[src/rtl/ap_ctrl_launcher.sv]
// ap_ctrl_launcher: control-bus front end for an ap_ctrl style downstream stage.
// Converts the level start bit of the control register into a single start pulse,
// freezes the two argument registers for the duration of a run, reports idle/busy,
// and keeps sticky done/timeout status plus the BUSY-cycle count of the last run.
//
// Ports:
//   ap_clk, ap_rst     clock (rising edge), asynchronous active-high reset
//   ap_start_i         start level from control register
//   status_clr_i       1-cycle pulse on status read, clears sticky bits
//   arg0_i, arg1_i     argument values from control register
//   ap_done_i          1-cycle done pulse from downstream stage
//   ap_start_pedge_o   1-cycle start pulse to downstream stage
//   reg0_o, reg1_o     arguments latched at launch, stable for the whole run
//   ap_idle_o          high while idle
//   ap_busy_o          high while launching or running
//   ap_done_sticky_o   last run finished via ap_done_i (held until cleared)
//   ap_timeout_o       last run aborted by the watchdog (held until cleared)
//   run_cycles_o       BUSY-cycle count of the last finished run
module ap_ctrl_launcher #(
  parameter int unsigned DATA_W         = 32,
  parameter int unsigned CNT_W          = 32,
  parameter int unsigned TIMEOUT_CYCLES = 500_000_000
) (
  input  logic              ap_clk,
  input  logic              ap_rst,
  input  logic              ap_start_i,
  input  logic              status_clr_i,
  input  logic [DATA_W-1:0] arg0_i,
  input  logic [DATA_W-1:0] arg1_i,
  input  logic              ap_done_i,
  output logic              ap_start_pedge_o,
  output logic [DATA_W-1:0] reg0_o,
  output logic [DATA_W-1:0] reg1_o,
  output logic              ap_idle_o,
  output logic              ap_busy_o,
  output logic              ap_done_sticky_o,
  output logic              ap_timeout_o,
  output logic [CNT_W-1:0]  run_cycles_o
);

  localparam logic [CNT_W-1:0] TimeoutLast = CNT_W'(TIMEOUT_CYCLES - 1);
  localparam logic [CNT_W-1:0] TimeoutVal  = CNT_W'(TIMEOUT_CYCLES);

  typedef enum logic [1:0] {
    StIdle,
    StLaunch,
    StBusy
  } state_e;

  state_e state_q, state_d;

  logic              start_prev_q;
  logic              rise;
  logic [CNT_W-1:0]  wdog_q, wdog_d;
  logic [CNT_W-1:0]  run_cycles_q, run_cycles_d;
  logic [DATA_W-1:0] reg0_q, reg0_d;
  logic [DATA_W-1:0] reg1_q, reg1_d;
  logic              done_q, done_d;
  logic              timeout_q, timeout_d;
  logic              set_done, set_timeout;

  // start_prev resets high so a start level held through reset cannot launch.
  assign rise = ap_start_i & ~start_prev_q;

  always_comb begin
    state_d      = state_q;
    wdog_d       = wdog_q;
    run_cycles_d = run_cycles_q;
    reg0_d       = reg0_q;
    reg1_d       = reg1_q;
    set_done     = 1'b0;
    set_timeout  = 1'b0;

    unique case (state_q)
      StIdle: begin
        if (rise) begin
          state_d = StLaunch;
          reg0_d  = arg0_i;
          reg1_d  = arg1_i;
          wdog_d  = '0;
        end
      end
      StLaunch: begin
        state_d = StBusy;
      end
      StBusy: begin
        wdog_d = wdog_q + 1'b1;
        // Done on the final watchdog cycle still counts as a normal completion.
        if (ap_done_i) begin
          state_d      = StIdle;
          set_done     = 1'b1;
          run_cycles_d = wdog_q + 1'b1;
        end else if (wdog_q == TimeoutLast) begin
          state_d      = StIdle;
          set_timeout  = 1'b1;
          run_cycles_d = TimeoutVal;
        end
      end
      default: begin
        state_d = StIdle;
      end
    endcase

    // Setting a sticky bit wins over a coincident clear.
    done_d    = set_done    | (done_q    & ~status_clr_i);
    timeout_d = set_timeout | (timeout_q & ~status_clr_i);
  end

  always_ff @(posedge ap_clk or posedge ap_rst) begin
    if (ap_rst) begin
      state_q      <= StIdle;
      start_prev_q <= 1'b1;
      wdog_q       <= '0;
      run_cycles_q <= '0;
      reg0_q       <= '0;
      reg1_q       <= '0;
      done_q       <= 1'b0;
      timeout_q    <= 1'b0;
    end else begin
      state_q      <= state_d;
      start_prev_q <= ap_start_i;
      wdog_q       <= wdog_d;
      run_cycles_q <= run_cycles_d;
      reg0_q       <= reg0_d;
      reg1_q       <= reg1_d;
      done_q       <= done_d;
      timeout_q    <= timeout_d;
    end
  end

  assign ap_start_pedge_o = (state_q == StLaunch);
  assign ap_idle_o        = (state_q == StIdle);
  assign ap_busy_o        = (state_q == StLaunch) || (state_q == StBusy);
  assign reg0_o           = reg0_q;
  assign reg1_o           = reg1_q;
  assign ap_done_sticky_o = done_q;
  assign ap_timeout_o     = timeout_q;
  assign run_cycles_o     = run_cycles_q;

endmodule

[config.mk]
export PLATFORM = sky130hd
export DESIGN_NAME = ap_ctrl_launcher
export DESIGN_NICKNAME = d
export VERILOG_FILES = /design/src/rtl/ap_ctrl_launcher.sv
export SDC_FILE = /design/constraint.sdc
export NUM_CORES = 1
export LEC_CHECK = 0
export CORE_UTILIZATION = 41
export CTS_BUF_LIST = sky130_fd_sc_hd__clkbuf_4 sky130_fd_sc_hd__clkbuf_8 sky130_fd_sc_hd__clkbuf_16
export DETAILED_ROUTE_END_ITERATION = 12
export PLACE_DENSITY_LB_ADDON = 0.08
export SETUP_SLACK_MARGIN = 0.02
export SLEW_MARGIN = 20
export SYNTH_ARGS = -nofsm -noshare
export SYNTH_HDL_FRONTEND = slang
export SYNTH_SLANG_ARGS = --single-unit
[constraint.sdc]
create_clock -name ap_clk -period 4.02 [get_ports ap_clk]
set_input_delay 0.603 -clock ap_clk [delete_from_list [all_inputs] [get_ports ap_clk]]
set_output_delay 0.603 -clock ap_clk [all_outputs]
set_load 0.01 [all_outputs]
==> results.py <==
metrics = {
    "outcome": {
        "status": "complete, no violations",
    },
    "global_route": {
        "antenna_found_initial": 0,
        "grt_pass1_vias": 4573,
        "overflow": 0,
        "grt_first_pass_wirelength_um": 23200,
        "grt_max_degree": 62,
        "grt_usage": 0.203,
    },
    "synth": {
        "synth_warnings": 0,
        "async_flop_share": 1.00,
        "syn_inst": 493,
        "synth_edf_count": 0,
        "ys_types": 52,
        "syn_area_mm2": 0.00602,
        "ys_ff_latch": 133,
        "ys_seq_area_frac": 0.553,
        "synth_top_flop_cell": "dfrtp_1",
        "syn_area_per_cell_um2": 12.2,
        "synth.net_count": 566,
    },
    "timing": {
        "finalHoldViolCount": 0,
        "finalCritPeriodShare": 0.615,
        "setup_viol": 0,
        "finalMaxSlewViolations": 0,
        "clock-skew-final_ps": 7.40,
        "fin_setup_tns_ps": 0,
        "relSlewSlack": 0.382,
        "min_period_ps": 2470,
        "worst_pin_slew_ps": 927,
        "clock.fmax_mhz": 404,
        "rsz0062_at_grt": "no",
        "worst_slack_ps": 1550,
    },
    "drt": {
        "wl_per_cell_um": 17.4,
        "wl_met1_um": 6420,
        "wirelength_um": 14800,
        "wl_met3_um": 998,
        "highest_layer": "met4",
        "initialDrtViolationCount": 196,
        "vias_per_cell": 5.26,
        "final_antenna_net_count": 0,
        "vias": 4472,
        "first_pass_iters": 4,
        "drc": 0,
        "wl_met2_um": 7180,
    },
    "cts": {
        "cts_buffers": 17,
        "cts_tree": "built",
        "cts.clk_slew.worst_paths_ps": 60,
        "clock-root-buffer": "clkbuf_16",
        "clk_path_buf_depth": 2,
        "cts.hold.buffers_added": 0,
        "post_cts_buffers": 0,
        "htree_levels": 4,
        "cts.sinks": 133,
        "cts_resized": 0,
        "clk_latency_ps": 420,
    },
    "critical_path": {
        "worst_setup_path_start_kind": "input port",
        "rr_worst_depth": 6,
        "r2r-start": "wdog_q[0]$_DFFE_PP0P_",
        "crit_arrival_ps": 2770,
        "r2r_slack_ps": 1660,
        "path_max_fanout": 35,
        "cp_data_required_time_ps": 4310,
        "worstSetupEndpointType": "flip-flop",
        "worstSetupPathType": "in2reg",
        "r2r_end": "run_cycles_o[26]$_DFFE_PP0P_",
    },
    "hold_path": {
        "hold_class": "reg2reg",
        "holdPathEnd": "run_cycles_o[5]$_DFFE_PP0P_",
        "hold_start": "run_cycles_o[5]$_DFFE_PP0P_",
        "min_path_cells": 1,
    },
    "layout": {
        "drive_above_1_share": 0.193,
        "diodes": 0,
        "postLayoutCoreUtil": 0.605,
        "syn2layout_area_growth_pct": 41.6,
        "final_cell_mix": "clkdlybuf4s50_1 (169), dfrtp_1 (132), mux2_2 (64), nand2_1 (27), o21ai_0 (26)",
        "n_fill_cell": 1148,
        "nNetsFinal": 730,
        "layout_commonest_cell": "clkdlybuf4s50_1",
    },
    "placed_design": {
        "dpl.hpwl_um": 10100,
        "dp_worst_setup_slack_ps": 1110,
        "port_buffers": 169,
        "gp_congestion": 0.821,
    },
    "die": {
        "die_h_um": 123,
        "core-area_mm2": 0.0141,
        "initial_core_util": 0.427,
        "ios": 170,
        "dieArea_mm2": 0.0152,
        "die-width_um": 123,
        "rows": 43,
    },
    "power_and_ir_drop": {
        "power.density_mw_per_mm2": 675,
        "ir_worst_vdd_v": 0.000429,
        "total_power_mw": 5.76,
        "p_leak_nw": 3.56,
    },
    "job": {
        "cap_violations": 0,
    },
}
state kept, by name, summed over array words and instances (netlist names):
signal            count
ap_done_sticky_o      1
ap_timeout_o          1
reg0_o               32
reg1_o               32
run_cycles_o         32
start_prev_q          1
state_q               2
wdog_q               32
cell usage after synthesis (4+ instances only):
cell type,number,share of area
a31oi_1,6,0.0062
inv_1,16,0.010
o2bb2ai_1,6,0.0087
nand3_1,12,0.010
nor3_1,4,0.0033
a21oi_1,16,0.013
nand4_1,11,0.011
nor4_1,5,0.0052
xor2_1,10,0.015
dfrtp_1,132,0.55
a22o_1,16,0.023
and2_1,4,0.0042
nor2_1,7,0.0044
nand2_1,28,0.017
ha_1,4,0.0083
o21ai_0,26,0.022
or3_1,5,0.0052
clkbuf_1,16,0.010
xnor2_1,20,0.029
buf_2,11,0.0091
mux2_2,64,0.12
and4_1,4,0.0058
a2bb2oi_2,10,0.025
and3_1,7,0.0073
o31ai_1,10,0.012
worst max-delay path: stages:
cell	delay, ps
clkdlybuf4s50_1	470
nor2b_1	340
nand2_2	560
buf_4	450
mux2_2	300
how the worst max path moves through the flow:
stage,startpoint,to,slack [ps],cells past startpoint
final,ap_start_i,reg0_o[16]$_DFFE_PP0P_,1550,5
after global placement,ap_start_i,reg0_o[15]$_DFFE_PP0P_,1190,5
after floorplan,ap_rst,ap_done_sticky_o$_DFF_PP0_,1770,1
after CTS,ap_start_i,reg1_o[6]$_DFFE_PP0P_,1530,5
after detailed placement,ap_start_i,reg1_o[6]$_DFFE_PP0P_,1110,5
after global routing,ap_start_i,reg0_o[22]$_DFFE_PP0P_,1380,5
per-stage QoR:
stage | hold WS [ps] | instance area, µm² | cells
floorplan | 479 | 6030 | 493
global placement | 474 | 7870 | 818
detailed placement | 477 | 7870 | 818
CTS | 494 | 8530 | 850
global route | 504 | 8530 | 850
finish | 487 | 8530 | 850
per-layer routing:
metal  vias to the layer above  global-route usage
li1                       2119                   -
met1                      2201               0.252
met2                       142               0.334
met3                        10              0.0660
met4                         0              0.0655
met5                         -                   0
kinds of logic (layout without fill, tap and decap cells):
family / after synthesis / after routing / synth area share
mux: 66 / 66 / 0.123
flops: 133 / 133 / 0.553
fa+ha+maj: 4 / 4 / 0.00831
xor+xnor: 30 / 30 / 0.0436
simple gates: 103 / 103 / 0.102
compound gates: 109 / 109 / 0.135
buf+inv: 48 / 225 / 0.0349
final cells by class:
| class | instances | area, µm² | area share |
|---|---|---|---|
| inverter | 16 | 63.8 | 0.00748 |
| clock inverter | 8 | 143 | 0.0167 |
| multi-input combinational | 312 | 2490 | 0.292 |
| tap | 180 | 225 | 0.0264 |
| clock buffer | 24 | 515 | 0.0604 |
| timing repair buffer | 177 | 1760 | 0.207 |
| sequential | 133 | 3330 | 0.390 |
power by group:
part	switching, mW	internal [mW]
clock	0.565	1.14
sequential	0.229	1.78
combinational	0.809	1.24
No activity file was read; power rests on OpenSTA's default activity.
